### src/rtl/four_bit_subtractor_pkg.sv
// Shared widths and types for the registered nibble subtractor.
// Operand width is fixed here and is not overridden per instance.
package four_bit_subtractor_pkg;

    localparam int OPERAND_W = 4;
    localparam int RESULT_W  = OPERAND_W + 1;

    typedef logic [OPERAND_W-1:0] operand_t;
    typedef logic [RESULT_W-1:0]  result_t;

endpackage : four_bit_subtractor_pkg

### src/rtl/four_bit_subtractor_full_adder.sv
// Single-bit full adder: the stage cell of the subtractor's ripple chain.
module full_adder (
    input  logic a,
    input  logic b,
    input  logic cin,
    output logic sum,
    output logic cout
);

    assign sum  = a ^ b ^ cin;
    assign cout = (a & b) | (cin & (a ^ b));

endmodule : full_adder

### src/rtl/four_bit_subtractor.sv
// Registered 4-bit unsigned subtractor: result = A - B as a 5-bit signed value,
// formed as A + ~B + 1 through a ripple-carry chain and registered once.
module four_bit_subtractor
    import four_bit_subtractor_pkg::*;
(
    input  logic                 clk,
    input  logic                 rst_n,
    input  logic [OPERAND_W-1:0] A,
    input  logic [OPERAND_W-1:0] B,
    output logic [RESULT_W-1:0]  result
);

    result_t a_ext;
    result_t b_inv;
    result_t sum;
    result_t carry;
    logic    cout_unused;

    // Zero-extend both operands so the fifth bit carries the sign of the difference.
    assign a_ext    = {1'b0, A};
    assign b_inv    = ~{1'b0, B};
    assign carry[0] = 1'b1;

    for (genvar i = 0; i < RESULT_W; i++) begin : g_ripple
        if (i < RESULT_W - 1) begin : g_mid
            full_adder u_fa (
                .a    (a_ext[i]),
                .b    (b_inv[i]),
                .cin  (carry[i]),
                .sum  (sum[i]),
                .cout (carry[i+1])
            );
        end else begin : g_last
            // Final carry-out is discarded: the 5-bit sum is already the exact difference.
            full_adder u_fa (
                .a    (a_ext[i]),
                .b    (b_inv[i]),
                .cin  (carry[i]),
                .sum  (sum[i]),
                .cout (cout_unused)
            );
        end
    end

    // NOTE: registered state uses non-blocking assignment; the reset branch is
    // in the sensitivity list so result clears without waiting for a clock edge.
    always_ff @(posedge clk or negedge rst_n) begin
        if (!rst_n) begin
            result <= '0;
        end else begin
            result <= sum;
        end
    end

endmodule : four_bit_subtractor

### config.mk
export PLATFORM = sky130hd
export DESIGN_NAME = four_bit_subtractor
export DESIGN_NICKNAME = d
export VERILOG_FILES = /design/src/rtl/four_bit_subtractor_pkg.sv /design/src/rtl/four_bit_subtractor_full_adder.sv /design/src/rtl/four_bit_subtractor.sv
export SDC_FILE = /design/constraint.sdc
export NUM_CORES = 1
export LEC_CHECK = 0
export CORE_AREA = 4 4 41 43
export DETAILED_ROUTE_END_ITERATION = 10
export DIE_AREA = 0 0 45 47
export GPL_ROUTABILITY_DRIVEN = 0
export SYNTH_ARGS = -nofsm -noshare
export SYNTH_HDL_FRONTEND = slang
export SYNTH_SLANG_ARGS = --single-unit
### constraint.sdc
create_clock -name clk -period 0.8 [get_ports clk]
set_input_delay 0.08 -clock clk [delete_from_list [all_inputs] [get_ports clk]]
set_output_delay 0.08 -clock clk [all_outputs]
set_load 0.03 [all_outputs]
# Word-level counts from Yosys, hierarchy flattened
# Cells that the tools add are included.
word_totals:
  latch_bits: 0
  output_inout_bits: 5
  mem_bits_ro: 0
  ram_bits: 0
  ff_bits: 5
  memories: 0
op_classes:
  eq_ne: 0
  order_cmp: 0
  n_shift: 0
  bitwise: 21
  mul: 0
  reduce_logical: 0
  n_div: 0
  n_addsub: 0
  muxes: 0
ops:
  columns: ["operator", "n"]
  rows:
  - ["$xor A1 B1 Y1", 8]
  - ["$and A1 B1 Y1", 7]
  - ["$not A4 Y5", 1]
  - ["$or A1 B1 Y1", 4]
  - ["$not A1 Y1", 1]

# Logic depth before layout (Yosys ltp)
# Gate-level depths: netlist of the first run.
logic_depth:
  ltp_word: 10
  mapped_depth: 6

# Hierarchy
# A second synthesis of the first run with hierarchy kept.
hier_totals:
  cells_unflattened: 16
  area_unflattened_um2: 247.7
modules_own_cells:
  columns: ["mod", "cells_per_inst", "n_inst", "seq_area_each_um2", "area_per_inst_um2"]
  rows:
  - ["four_bit_subtractor", 11, 1, 125.1, 147.6]
  - ["full_adder", 1, 5, 0.0, 20.0]

# Least setup slack after synthesis of the first run
# OpenSTA, ideal clock, no wires.
synth_path:
  path_type: "in2reg"
  start: "in A[0]"
  end: "reg result[3]"
  n_path_buf: 0
  arrival_ps: 1551
  t_required_ps: 686
  cell_stages: 6
  path_slack_ps: -865
  path_cell_list: "inv_1 > ha_1 > fa_1 > fa_1 > fa_1 > inv_1"
synth_between:
  elab_chain_cells: 7
synth_lines:
  columns: ["element", "line_no", "text"]
  rows:
  - ["from (decl)", "four_bit_subtractor.sv:8", "input logic [OPERAND_W-1:0] A,"]
  - ["$and A1 B1 Y1 or $xor A1 B1 Y1 (tied branches)", "four_bit_subtractor_full_adder.sv:11", "assign cout = (a & b) | (cin & (a ^ b));"]
  - ["$or A1 B1 Y1 *", "four_bit_subtractor_full_adder.sv:11", null]
  - ["$and A1 B1 Y1 *", "four_bit_subtractor_full_adder.sv:11", null]
  - ["$or A1 B1 Y1 *", "four_bit_subtractor_full_adder.sv:11", null]
  - ["$and A1 B1 Y1 *", "four_bit_subtractor_full_adder.sv:11", null]
  - ["$or A1 B1 Y1 *", "four_bit_subtractor_full_adder.sv:11", null]
  - ["$xor A1 B1 Y1 *", "four_bit_subtractor_full_adder.sv:10", "assign sum = a ^ b ^ cin;"]
  - ["net g_ripple[3].g_mid.u_fa.sum", "four_bit_subtractor_full_adder.sv:6", "output logic sum,"]
  - ["to (signal assigned)", "four_bit_subtractor.sv:51", "result <= sum;"]
  - ["to (decl)", "four_bit_subtractor.sv:10", "output logic [RESULT_W-1:0] result"]
# Mark *: on every way through the listed nets, which the timed path passes. The rest lies on a longest branch.

# Worst setup path after layout of the first run
# Ends and elaborated chain as after synthesis.

==> impl_metrics.csv, run 1 <==
group,metric,value,unit
clock_network,htreeDepth,1,
pwr,ir_drop,628,µV
synthesis,syn-instance-count,17,
route,drt_wl_total,418,µm
synthesis,synth_top_family_by_area,"adder cells",
clock_network,cts_hold_buf,0,
setup_path,crit_chain,"buf_8, inv_12, ha_4, fa_2, fa_2, fa_2, inv_1",
synthesis,synth_compound_area_frac,0,
synthesis,synth_nets,31,
setup_path,slowest_delay,0.52,ns
sta,timing.final.crit_share,1.81,
synthesis,ys_seq_elements,5,
global_routing,antenna_found_initial,0,
clock_network,cts_made_buffers,3,
global_routing,grt_start_max_net_pins,6,
synthesis,synth-seq-area-share,0.549,
setup_path,end_kind,"register",
layout,top_regs,"result (5)",
die,die_w,45,µm
layout,syn_to_final_growth,98.9,%
sta,worst_pin_slew,0.218,ns
route,drt_iter0_markers,2,
synthesis,yosys_warnings,0,
setup_path,worstSetupPathType,"in2reg",
worst_hold_path,hp-class,"in2async",
layout,fin_cells,50,
die,fp.dieH,47,µm
clock_network,clk_pin_slew_worst_paths,0.04,ns
synthesis,syn_area_per_cell,13.4,µm²
synthesis,synth_cell_types,4,
die,coreArea,1300,µm²
synthesis,synth_fa_ha_area_frac,0.319,
sta,fin_crit,1.45,ns
sta,clock.fmax,689,MHz
clock_network,cts_tree,"done",
layout,final_cell_mix,"inv_1 (6), buf_6 (6), clkdlybuf4s50_1 (5), dfrtp_1 (5)",
die,initial_core_util,0.175,
global_routing,grt_pass1_wl,690,µm
layout,insertedDiodeCount,0,
layout,largest_reg_flops,5,
pwr,power.density,1890,nW/µm²
outcome,violations,"negative setup slack",
sta,slew_violations,0,
route,dr.pass1.iters,2,
layout,nFillCells,138,
setup_path,crit_slowest_cell,"fa_2",
sta,tns,-1.47,ns
route,via_count,164,
synthesis,synthTopCellsByArea,"dfrtp_1 (55%), fa_1 (26%), inv_1 (13%)",
global_routing,grt_overflow,0,
setup_path,cp_common_cell,"fa_2",
pwr,p_leak,0.217,nW
route,route.detailed.drc,0,
sta,hold_viol,0,
outcome,status,"complete, but fails checks",
layout,utilization,0.348,
setup_path,arrival,1.58,ns
clock_network,cts-root-buf,"clkbuf_4",
synthesis,synth_simple_gate_area_frac,0,
setup_path,startpoint_type,"input pin",
sta,setup_slack,-0.651,ns
clock_network,clock-sinks,5,
sta,whs,0.0624,ns
synthesis,synth_top_cell_by_area,"dfrtp_1",
die,io_pins,15,
setup_path,path_max_fanout,1,
layout,largest-register,"result",
route,final_antenna_net_count,0,
die,dieArea,2120,µm²
global_routing,grt_pass1_vias,197,
run,max_cap_viol_count,0,
layout,layout-drive-gt1-share,0.486,
setup_path,critPathRequiredTime,0.93,ns
global_routing,grt_use_total,0.0511,
layout,finalNetCount,50,
clock_network,cts_buffer_depth,2,
synthesis,synth_top_area_share,0.549,
synthesis,netlist_area,228,µm²
route,via_per_inst,3.28,
place,place_inst,46,
place,port_buffers,14,
synthesis,synth_mux_area_frac,0,
synthesis,synthXorXnorAreaFrac,0,
route,wl_per_cell,8.36,µm
sta,setup-violations-final,8,
sta,relSlewSlack,0.854,
sta,grt_setup_unrepaired,"true",
die,num_rows,13,
## final cells by class
| type | instances | area (µm²) | area share |
|---|---|---|---|
| Clock buffer | 4 | 26.3 | 0.0580 |
| Inverter | 8 | 42.5 | 0.0939 |
| Multi-Input combinational cell | 4 | 92.6 | 0.204 |
| Sequential cell | 5 | 125 | 0.276 |
| Tap cell | 15 | 18.8 | 0.0414 |
| Timing Repair Buffer | 14 | 148 | 0.326 |
## path summary, 6_finish.rpt
check / start / to / slack (ns) / cells after the start
min in group clk: B[0] / result[0] / 0.10 / 3
max in group asynchronous: rst_n / result[0] / 0.55 / 1
setup / recovery: A[0] / result[3] / -0.65 / 7
hold / removal: rst_n / result[2] / 0.06 / 1
## through the flow
stage,area (µm²),setup slack (ns),total power [mW]
after floorplan,260,-0.758,0.429
after global placement,407,-1.43,0.553
after detailed placement,407,-1.45,0.558
after CTS,455,-0.779,0.880
after global routing,453,-0.686,0.913
final,453,-0.651,0.857
## critical path, delay by kind of cell
kind       cells  cell delay, ns
buf+inv        3            0.15
fa+ha+maj      4            1.34
## synthesized netlist by cell type
cell,n
inv_1,8
dfrtp_1,5
fa_1,3
ha_1,1
## metal layers
layer | GRT usage | part of all wire | up-vias
met5 | 0 | 0 | -
li1 | - | - | 79
met3 | 0.0268 | 0.17 | 0
met4 | 0.0702 | 0 | 0
met1 | 0.0515 | 0.40 | 70
met2 | 0.0650 | 0.42 | 15
## power by group
part | internal [mW] | switching [mW]
sequential | 0.291 | 0.0155
combinational | 0.136 | 0.136
clock | 0.188 | 0.0913
## what timing repair did
action / 4_1_cts / 5_1_grt
endpoints found under the setup margin: 10 / 9
setup buffers: 0 / 0
pin swaps: 4 / 3
resized for setup: 19 / 4
endpoints found under the hold margin: 0 / 0
## logic make-up (layout without fill, tap and decap cells)
group,after synthesis,in the layout
adders and majority gates,4,4
buffers and inverters,8,26
DFF,5,5
No activity file was read; power rests on OpenSTA's default activity.
==> run 2, diff against run 1 <==
--- a/config.mk
+++ b/config.mk
@@ -8,7 +8,7 @@
 export CORE_AREA = 4 4 41 43
 export DETAILED_ROUTE_END_ITERATION = 10
 export DIE_AREA = 0 0 45 47
-export GPL_ROUTABILITY_DRIVEN = 0
 export SYNTH_ARGS = -nofsm -noshare
 export SYNTH_HDL_FRONTEND = slang
 export SYNTH_SLANG_ARGS = --single-unit
+export TNS_END_PERCENT = 10
==> run 2 against run 1 <==
Against the previous run:
- the run still ends with negative setup slack left
- final cell count unchanged
- sequential share of layout area up 1.4 points
- cell area down 4.7%
- largest cell class unchanged
- critical path depth unchanged
- via count up 6.1%
==> impl_metrics.csv, run 2 (same netlist as run 1, synthesis figures left out) <==
group,metric,value,unit
clock_network,clock-sinks,5,
route,via_count,174,
layout,layout-drive-gt1-share,0.514,
route,drt_wl_total,468,µm
clock_network,htreeDepth,1,
clock_network,cts-root-buf,"clkbuf_4",
sta,tns,-1.46,ns
setup_path,crit_path_start,"A[0]",
clock_network,cts_buffer_depth,2,
die,initial_core_util,0.175,
global_routing,grt_use_total,0.0568,
layout,nFillCells,143,
setup_path,startpoint_type,"input pin",
setup_path,end_kind,"register",
layout,largest-register,"result",
setup_path,critPathTopFamily,"adder cells",
sta,clock.fmax,721,MHz
outcome,violations,"negative setup slack",
global_routing,busiest_layer,"met1",
route,drt_iter0_markers,0,
sta,grt_setup_unrepaired,"true",
setup_path,worst-path-buf-inv,3,
sta,setup-violations-final,8,
sta,fin_crit,1.39,ns
global_routing,met2_usage,0.0621,
layout,utilization,0.332,
layout,final_cell_mix,"buf_6 (7), inv_1 (5), clkdlybuf4s50_1 (5), dfrtp_1 (5), clkbuf_4 (3)",
layout,syn_to_final_growth,89.6,%
clock_network,cts_tree,"done",
outcome,status,"complete, but fails checks",
pwr,p_leak,0.212,nW
clock_network,clk_pin_slew_worst_paths,0.04,ns
sta,hold_viol,0,
global_routing,grt_overflow,0,
die,coreArea,1300,µm²
die,die_w,45,µm
route,via_per_inst,3.48,
layout,finalNetCount,50,
setup_path,slowest_delay,0.49,ns
global_routing,grt_pass1_wl,738,µm
route,wl_per_cell,9.36,µm
setup_path,critPathRequiredTime,0.94,ns
sta,timing.final.crit_share,1.73,
sta,relSlewSlack,0.847,
sta,setup_slack,-0.586,ns
clock_network,cts_made_buffers,3,
die,num_rows,13,
setup_path,cp_common_cell,"fa_2",
global_routing,use_met1,0.0635,
sta,slew_violations,0,
pwr,power.density,2020,nW/µm²
pwr,ir_drop,598,µV
setup_path,crit_chain,"buf_6, inv_4, ha_4, fa_2, fa_2, fa_1, inv_1",
route,route.detailed.drc,0,
global_routing,antenna_found_initial,0,
die,io_pins,15,
setup_path,crit_slowest_cell,"fa_1",
place,place.gp.congestion,0.572,
layout,top_regs,"result (5)",
global_routing,grt_pass1_vias,182,
place,port_buffers,14,
route,dr.pass1.iters,1,
clock_network,cts_hold_buf,0,
sta,worst_pin_slew,0.229,ns
run,max_cap_viol_count,0,
die,fp.dieH,47,µm
global_routing,met3_usage,0.0498,
layout,final_common_cell,"buf_6",
setup_path,arrival,1.52,ns
setup_path,path_max_fanout,1,
setup_path,worstSetupPathType,"in2reg",
layout,largest_reg_flops,5,
die,dieArea,2120,µm²
route,final_antenna_net_count,0,
pwr,p_total,0.870,mW
global_routing,grt_start_max_net_pins,6,
worst_hold_path,hp-class,"in2async",
layout,insertedDiodeCount,0,
[run 2: cell count changes in the layout (fill, tap and decap cells not counted), sizes merged]
cell           before  now
clkbuf              5    6
clkdlybuf4s15       1    0
[run 2: what timing repair did]
item                       4_1_cts  5_1_grt
setup endpoints to repair        9        8
pin swaps                        4        3
resized for setup               18        7
buffers inserted                 0        0
[run 2: cell type report]
| cell class | instances | area [µm²] | area share |
|---|---|---|---|
| inverter | 8 | 32.5 | 0.0754 |
| sequential | 5 | 125 | 0.290 |
| clock buffer | 4 | 26.3 | 0.0609 |
| timing repair buffer | 14 | 139 | 0.322 |
| tap | 15 | 18.8 | 0.0435 |
| multi-input combinational | 4 | 90.1 | 0.209 |
[run 2: power by group]
group	leakage (nW)	switching [mW]	internal, mW
Clock	0.0150	0.107	0.189
Sequential	0.0584	0.0169	0.290
Combinational	0.139	0.135	0.132
Total	0.212	0.258	0.611
[run 2: through the flow]
step / hold WS (ns) / setup WS [ns] / instances / cell area (µm²)
finish: 0.0594 / -0.586 / 50 / 432
detailed placement: 0.316 / -1.31 / 46 / 379
floorplan: -0.216 / -0.785 / 17 / 233
global placement: 0.311 / -1.28 / 46 / 379
global route: 0.0677 / -0.618 / 50 / 432
CTS: 0.0571 / -0.730 / 50 / 437
[run 2: layer usage]
layer	share of wire	vias to the layer above
met2	0.40	16
met1	0.41	79
met3	0.18	0
met4	0	0
met5	0	-
li1	-	79
[run 2: final timing paths]
kind	cells after the start	end	slack (ns)
worst max-delay path	7	result[3]	-0.59
worst min-delay path	1	result[4]	0.06
max in group asynchronous	1	result[1]	0.55
min in group clk	3	result[0]	0.09
